`config.mk`:
```
export PLATFORM = sky130hd
export DESIGN_NAME = temporal_pool
export DESIGN_NICKNAME = d
export VERILOG_FILES = /design/src/rtl/temporal_pool.sv
export SDC_FILE = /design/constraint.sdc
export NUM_CORES = 1
export LEC_CHECK = 0
export ABC_AREA = 1
export BUFFER_PORTS_ARGS = -buffer_cell sky130_fd_sc_hd__buf_2
export CAP_MARGIN = 20
export CORE_UTILIZATION = 60
export CTS_BUF_LIST = sky130_fd_sc_hd__clkbuf_4 sky130_fd_sc_hd__clkbuf_8
export DETAILED_ROUTE_END_ITERATION = 10
export PLACE_DENSITY = 0.8
export SYNTH_ARGS = -nofsm -noshare
export SYNTH_HDL_FRONTEND = slang
export SYNTH_SLANG_ARGS = --single-unit
```
`constraint.sdc`:
```
create_clock -name clk -period 5.8 [get_ports clk]
set_clock_uncertainty 0.15 [all_clocks]
set_input_delay 0.87 -clock clk [delete_from_list [all_inputs] [get_ports clk]]
set_output_delay 0.87 -clock clk [all_outputs]
set_load 0.1 [all_outputs]
```
`src/rtl/temporal_pool.sv`:
```
// Non-overlapping temporal pooling of a feature stream into a first-word-fall-through result FIFO.
// Average pooling by default; define TEMPORAL_POOL_MAX_EN to build max pooling instead.
module temporal_pool #(
  parameter int DATA_WIDTH = 16,
  parameter int POOL_SIZE  = 8,
  parameter int OUT_DEPTH  = 4,
  parameter int CNT_WIDTH  = 8
) (
  input  logic                         clk,
  input  logic                         rst_n,
  input  logic                         clr,
  input  logic signed [DATA_WIDTH-1:0] x_in,
  input  logic                         x_valid,
  output logic signed [DATA_WIDTH-1:0] y_out,
  output logic                         y_valid,
  input  logic                         y_ready,
  output logic                         overflow,
  output logic [CNT_WIDTH-1:0]         drop_cnt
);

  localparam int SHIFT = $clog2(POOL_SIZE);
  localparam int AW    = $clog2(OUT_DEPTH);

  // ---------------------------------------------------------------------------
  // Window sample counter
  // ---------------------------------------------------------------------------
  logic [SHIFT-1:0]             cnt_q, cnt_d;
  logic                         win_done;
  logic signed [DATA_WIDTH-1:0] result;

  assign win_done = x_valid && (cnt_q == SHIFT'(POOL_SIZE - 1));

  always_comb begin
    cnt_d = cnt_q;
    if (clr) begin
      cnt_d = '0;
    end else if (x_valid) begin
      cnt_d = win_done ? '0 : cnt_q + 1'b1;
    end
  end

  always_ff @(posedge clk or negedge rst_n) begin
    if (!rst_n) begin
      cnt_q <= '0;
    end else begin
      cnt_q <= cnt_d;
    end
  end

`ifdef TEMPORAL_POOL_MAX_EN
  // ---------------------------------------------------------------------------
  // Running maximum; the first sample of a window replaces whatever is held
  // ---------------------------------------------------------------------------
  logic signed [DATA_WIDTH-1:0] max_q, max_d, max_nxt;

  always_comb begin
    max_nxt = max_q;
    if ((cnt_q == '0) || (x_in > max_q)) begin
      max_nxt = x_in;
    end
  end

  always_comb begin
    max_d = max_q;
    if (clr) begin
      max_d = '0;
    end else if (x_valid) begin
      max_d = win_done ? '0 : max_nxt;
    end
  end

  always_ff @(posedge clk or negedge rst_n) begin
    if (!rst_n) begin
      max_q <= '0;
    end else begin
      max_q <= max_d;
    end
  end

  assign result = max_nxt;
`else
  // ---------------------------------------------------------------------------
  // Sign-extended accumulator; the mean is the top DATA_WIDTH bits of the sum
  // ---------------------------------------------------------------------------
  localparam int ACC_W = DATA_WIDTH + SHIFT;

  logic signed [ACC_W-1:0] acc_q, acc_d, acc_sum;

  assign acc_sum = acc_q + $signed({{SHIFT{x_in[DATA_WIDTH-1]}}, x_in});

  always_comb begin
    acc_d = acc_q;
    if (clr) begin
      acc_d = '0;
    end else if (x_valid) begin
      acc_d = win_done ? '0 : acc_sum;
    end
  end

  always_ff @(posedge clk or negedge rst_n) begin
    if (!rst_n) begin
      acc_q <= '0;
    end else begin
      acc_q <= acc_d;
    end
  end

  // Dropping the low SHIFT bits is an arithmetic shift that rounds toward -inf.
  assign result = acc_sum[ACC_W-1:SHIFT];
`endif

  // ---------------------------------------------------------------------------
  // Output FIFO: extra pointer bit separates full from empty
  // ---------------------------------------------------------------------------
  logic [AW:0]                  wr_ptr_q, wr_ptr_d;
  logic [AW:0]                  rd_ptr_q, rd_ptr_d;
  logic signed [DATA_WIDTH-1:0] mem_q [OUT_DEPTH];
  logic                         fifo_empty, fifo_full;
  logic                         pop, push, drop;

  assign fifo_empty = (wr_ptr_q == rd_ptr_q);
  assign fifo_full  = (wr_ptr_q[AW] != rd_ptr_q[AW]) &&
                      (wr_ptr_q[AW-1:0] == rd_ptr_q[AW-1:0]);

  // A pop on the same edge frees the slot the push lands in.
  assign pop  = !fifo_empty && y_ready;
  assign push = win_done && (!fifo_full || pop);
  assign drop = win_done && fifo_full && !pop;

  always_comb begin
    wr_ptr_d = wr_ptr_q;
    rd_ptr_d = rd_ptr_q;
    if (clr) begin
      wr_ptr_d = '0;
      rd_ptr_d = '0;
    end else begin
      if (push) begin
        wr_ptr_d = wr_ptr_q + 1'b1;
      end
      if (pop) begin
        rd_ptr_d = rd_ptr_q + 1'b1;
      end
    end
  end

  always_ff @(posedge clk or negedge rst_n) begin
    if (!rst_n) begin
      wr_ptr_q <= '0;
      rd_ptr_q <= '0;
    end else begin
      wr_ptr_q <= wr_ptr_d;
      rd_ptr_q <= rd_ptr_d;
    end
  end

  always_ff @(posedge clk) begin
    if (push && !clr) begin
      mem_q[wr_ptr_q[AW-1:0]] <= result;
    end
  end

  assign y_valid = !fifo_empty;
  assign y_out   = fifo_empty ? '0 : mem_q[rd_ptr_q[AW-1:0]];

  // ---------------------------------------------------------------------------
  // Drop accounting
  // ---------------------------------------------------------------------------
  logic                 overflow_q, overflow_d;
  logic [CNT_WIDTH-1:0] drop_cnt_q, drop_cnt_d;

  always_comb begin
    overflow_d = overflow_q;
    drop_cnt_d = drop_cnt_q;
    if (clr) begin
      overflow_d = 1'b0;
      drop_cnt_d = '0;
    end else if (drop) begin
      overflow_d = 1'b1;
      if (drop_cnt_q != '1) begin
        drop_cnt_d = drop_cnt_q + 1'b1;
      end
    end
  end

  always_ff @(posedge clk or negedge rst_n) begin
    if (!rst_n) begin
      overflow_q <= 1'b0;
      drop_cnt_q <= '0;
    end else begin
      overflow_q <= overflow_d;
      drop_cnt_q <= drop_cnt_d;
    end
  end

  assign overflow = overflow_q;
  assign drop_cnt = drop_cnt_q;

endmodule

```
After elaboration in Yosys (flattened, before gate mapping)
Memory sizes are Yosys's and may differ from the RTL's.
Index checks and enable logic that the tools add are counted.
- reductions and logical operators: 18
- add/sub/neg operators: 5
- muxes and demuxes: 18
- equality and inequality tests: 5
- operators with widths (operator ; count):
    $mux 19 ; 3
    $mux 8 ; 3
    $mux 3 ; 7
    $add 19x16->19 ; 1
    $mux 16 ; 1
    $reduce_bool 2->1 ; 5
    $add 3x1->3 const B ; 3
    $add 8x1->8 const B ; 1
    $ne 8x8->1 const B ; 1
    $logic_and 1x1->1 ; 7
    $logic_not 1->1 ; 4
    $mux 1 ; 4
    $eq 3x3->1 ; 1
    $eq 3x3->1 const B ; 1
    $eq 2x2->1 ; 1
    $reduce_and 2->1 ; 1
    $logic_or 1x1->1 ; 1
    $ne 1x1->1 ; 1
- bits in registers: 37
- logic and storage cells: 53
- memories kept: 1
- memory bits (writable): 64
- input port bits: 21
- memories (memory ; words ; bits a word ; rd ports ; clocked after Yosys merged registers in ; wr ports ; RTL line ; text):
    mem_q ; 4 ; 16 ; 1 ; 0 ; 1 ; 117 ; logic signed [DATA_WIDTH-1:0] mem_q [OUT_DEPTH];

Longest topological paths before layout
- word-level depth: 8
- mapped depth: 12
- depth with buffers taken out: 12

Worst setup path after synthesis
No wires, ideal clock.
- kind: register to output
- from: reg rd_ptr_q[0]
- to: out y_out[10]
- stages on the path, launching flop included: 8
- arrival time: 2029 ps
- buffers on the path: 2
- data required time: 4780 ps
- setup slack: 2751 ps
- cells stage by stage: dfrtp_1 -> buf_6 -> nand2_1 -> nand2_2 -> nand4_2 -> buf_2 -> nand2_1 -> inv_1
- word-level cells in the longest chain between the ends: 2
- elaborated cells on any way between the ends: 3
- those cells by class: 1 x eq/ne; 1 x mux; 1 x memory
- ends and longest elaborated chain (element ; RTL line ; text):
    start, declared ; 116 ; logic [AW:0] rd_ptr_q, rd_ptr_d;
    start signal, assigned ; 152 ; rd_ptr_q <= rd_ptr_d;
    $mem_v2 4x16 / $eq 3x3->1 (equally long branches) ; - ;
    $mux 16 * ; 163 ; assign y_out = fifo_empty ? '0 : mem_q[rd_ptr_q[AW-1:0]];
    end, declared ; 14 ; output logic signed [DATA_WIDTH-1:0] y_out,
Every way passes the cells marked *; elsewhere a longest branch is shown, timed or not.

Worst setup path after layout
Same ends and word-level chain as after synthesis.

==> results_dict.tcl <==
set metrics [dict create \
    cts_sinks 101 \
    slew_violations 0 \
    r2r.worst_path.cells 9 \
    grt_setup_unrepaired "no" \
    insertedDiodeCount 0 \
    fin_area_um2 5830 \
    die_h_um 96.2 \
    wl_per_cell_um 14.4 \
    dpl.hpwl_um 7490 \
    hold_viol_final 0 \
    setup_viol 0 \
    synthArstFlopShare 0.366 \
    gp_routability_congestion 0.900 \
    fmax_ghz 0.250 \
    area_growth_pct 9.44 \
    cts_resized 0 \
    root_buffer "clkbuf_8" \
    core_um2 8680 \
    synthSimpleGateAreaFrac 0.220 \
    dpl-instance-area_um2 5650 \
    postSynthAreaPerCell_um2 9.15 \
    worstSetupStartpointType "register" \
    worstSetupEndpointType "output pin" \
    first_pass_iters 5 \
    startpoint "rd_ptr_q[0]" \
    r2r-end "mem_q[1][15]" \
    num_vias 4029 \
    cts_buffer_depth 2 \
    p_per_area_nw_per_um2 308 \
    crit_fanout 35 \
    htree_levels 3 \
    cts_hold_buf 0 \
    placementRows 34 \
    hold_start "cnt_q[1]" \
    drt_first_iter_violations 222 \
    ys.flop_type "edfxtp_1" \
    synth_edf_count 64 \
    grt_pass1_vias 3734 \
    grt_usage 0.251 \
    hp-class "reg2reg" \
    p_leak_nw 2.75 \
    nets 676 \
    fillers 716 \
    initial_utilization 0.614 \
    die_x_um 96.2 \
    avgViaCountPerCell 5.44 \
    cp.required_ns 4.78 \
    drc 0 \
    detail-route-antenna-nets 0 \
    grt_max_degree 38 \
    max_slew_margin 0.277 \
    synth_top_family_by_area "simple AND/OR/NAND/NOR gates" \
    yosysSeqAreaShare 0.535 \
    drt_wl_total_um 10700 \
    grt-ovfl-total 0 \
    r2r_slack_ns 2.80 \
    postCtsSetupBuffers 0 \
    insertion_delay_ns 0.37 \
    cp.arrival_ns 2.98 \
    maxCapViolations 0 \
    period_share 0.690 \
    pin_count 47 \
    yosysUniqueCellTypes 36 \
    setup-tns-final_ns 0 \
    io_buffers 46 \
    synthAdderAreaFrac 0.0648 \
    cts_buffers 9 \
    synth_compound_area_frac 0.0989 \
    synthesis.nets 630 \
    grt_antenna_before_repair 0 \
    finalCriticalPeriod_ns 4.00 \
    status "finished, final reports clean" \
    clkTransAtPathRegs_ns 0.11 \
    postSynthCellCount 582 \
    muxShareOfSynthArea 0 \
    dieArea_um2 9260 \
    critPathCapture "y_out[10]" \
    synth_area_um2 5330 \
    final_layout_size_suffix_gt1_frac 0.130 \
    synth_xor_area_frac 0.0247 \
    synth-seq-cells 101 \
    ir_drop_uv 158 \
    worst_pin_slew_ns 1.08 \
    cts_tree "done" \
    path_class "reg2out" \
    r2r_start "rd_ptr_q[0]" \
    grt_pass1_wl_um 17400 \
    yosysWarningCount 0 \
]
==> worst min-delay path by stage <==
stage	to	cells after the start
2_1_floorplan	cnt_q[1]	2
3_3_place_gp	cnt_q[1]	2
3_5_place_dp	cnt_q[1]	2
4_1_cts	cnt_q[1]	2
5_1_grt	acc_q[18]	2
6_report	cnt_q[1]	2
==> cell usage in the layout, fill, tap and decap left out, types with 16 or more instances in the layout <==
| cell type | n |
|---|---|
| a21oi_1 | 21 |
| ha_1 | 26 |
| o21ai_0 | 44 |
| dfrtp_1 | 37 |
| inv_1 | 55 |
| buf_2 | 46 |
| edfxtp_1 | 64 |
| nand3_1 | 36 |
| nand2_1 | 144 |
| nor2_1 | 62 |
| o22ai_1 | 16 |
==> through the flow <==
stage          power [W]  std cells   util  setup WS, ns  hold WS (ns)
2_1_floorplan    0.00128        582      -          2.75         0.296
3_3_place_gp     0.00137        725  0.651          2.31         0.308
3_5_place_dp     0.00139        725  0.651          2.21         0.318
4_1_cts          0.00180        741  0.672          1.78         0.342
5_1_grt          0.00189        741  0.672          1.54         0.369
6_report         0.00180        741  0.672          1.80         0.342
==> power by group <==
part | internal, W | leakage [nW] | total [W] | switching, W
Clock | 0.000162 | 0.0869 | 0.000421 | 0.000259
Combinational | 0.000131 | 1.59 | 0.000520 | 0.000389
Sequential | 0.000831 | 1.07 | 0.000857 | 0.0000268
==> Yosys cell counts, drive strengths merged, types with 3 or more instances <==
| cell | instances | share of area |
|---|---|---|
| nand3 | 38 | 0.038 |
| nand2 | 148 | 0.11 |
| nand3b | 4 | 0.0056 |
| dfrtp | 37 | 0.17 |
| a22o | 5 | 0.0082 |
| ha | 26 | 0.061 |
| a21oi | 21 | 0.020 |
| o21ai | 47 | 0.046 |
| nor2 | 62 | 0.044 |
| buf | 6 | 0.0085 |
| nand4 | 3 | 0.0047 |
| edfxtp | 64 | 0.36 |
| and2 | 12 | 0.014 |
| clkbuf | 10 | 0.0070 |
| o22ai | 16 | 0.019 |
| xor2 | 9 | 0.015 |
| inv | 57 | 0.041 |
| xnor2 | 6 | 0.0099 |
==> flip-flops by register name, summed over array words and instances, names as in the netlist <==
register  flops
acc_q        19
rd_ptr_q      3
drop_cnt      8
mem_q        64
cnt_q         3
overflow      1
wr_ptr_q      3
==> final cells by class <==
type	instances	area, um^2	share of cell area
clock inverter	7	58.8	0.0101
inverter	58	220	0.0378
multi-input combinational	407	2180	0.373
sequential	101	2850	0.488
clock buffer	9	124	0.0212
tap	108	135	0.0232
timing repair buffer	51	268	0.0459
==> kinds of logic after synthesis <==
kind of cell | after synthesis
AO/OA/AOI/OAI | 93
XOR/XNOR | 15
adder cells (fa/ha/maj) | 27
buffers and inverters | 74
flip-flops | 101
AND/OR/NAND/NOR | 272
==> routing by layer <==
layer	global-route usage	wire length (um)	share of wire
met1	0.341	4960	0.46
met4	0.0833	101	0.0094
met5	0	0	0
met2	0.407	5150	0.48
met3	0.0466	474	0.044
==> critical path, stage by stage, from the launching register on <==
cell	delay (ns)
dfrtp_1	1.07
inv_4	0.32
nand2_1	0.18
nand2_2	0.09
nand4_2	0.35
nand2_1	0.11
inv_1	0.06
buf_2	0.41
(Power assumes the default switching activity.)
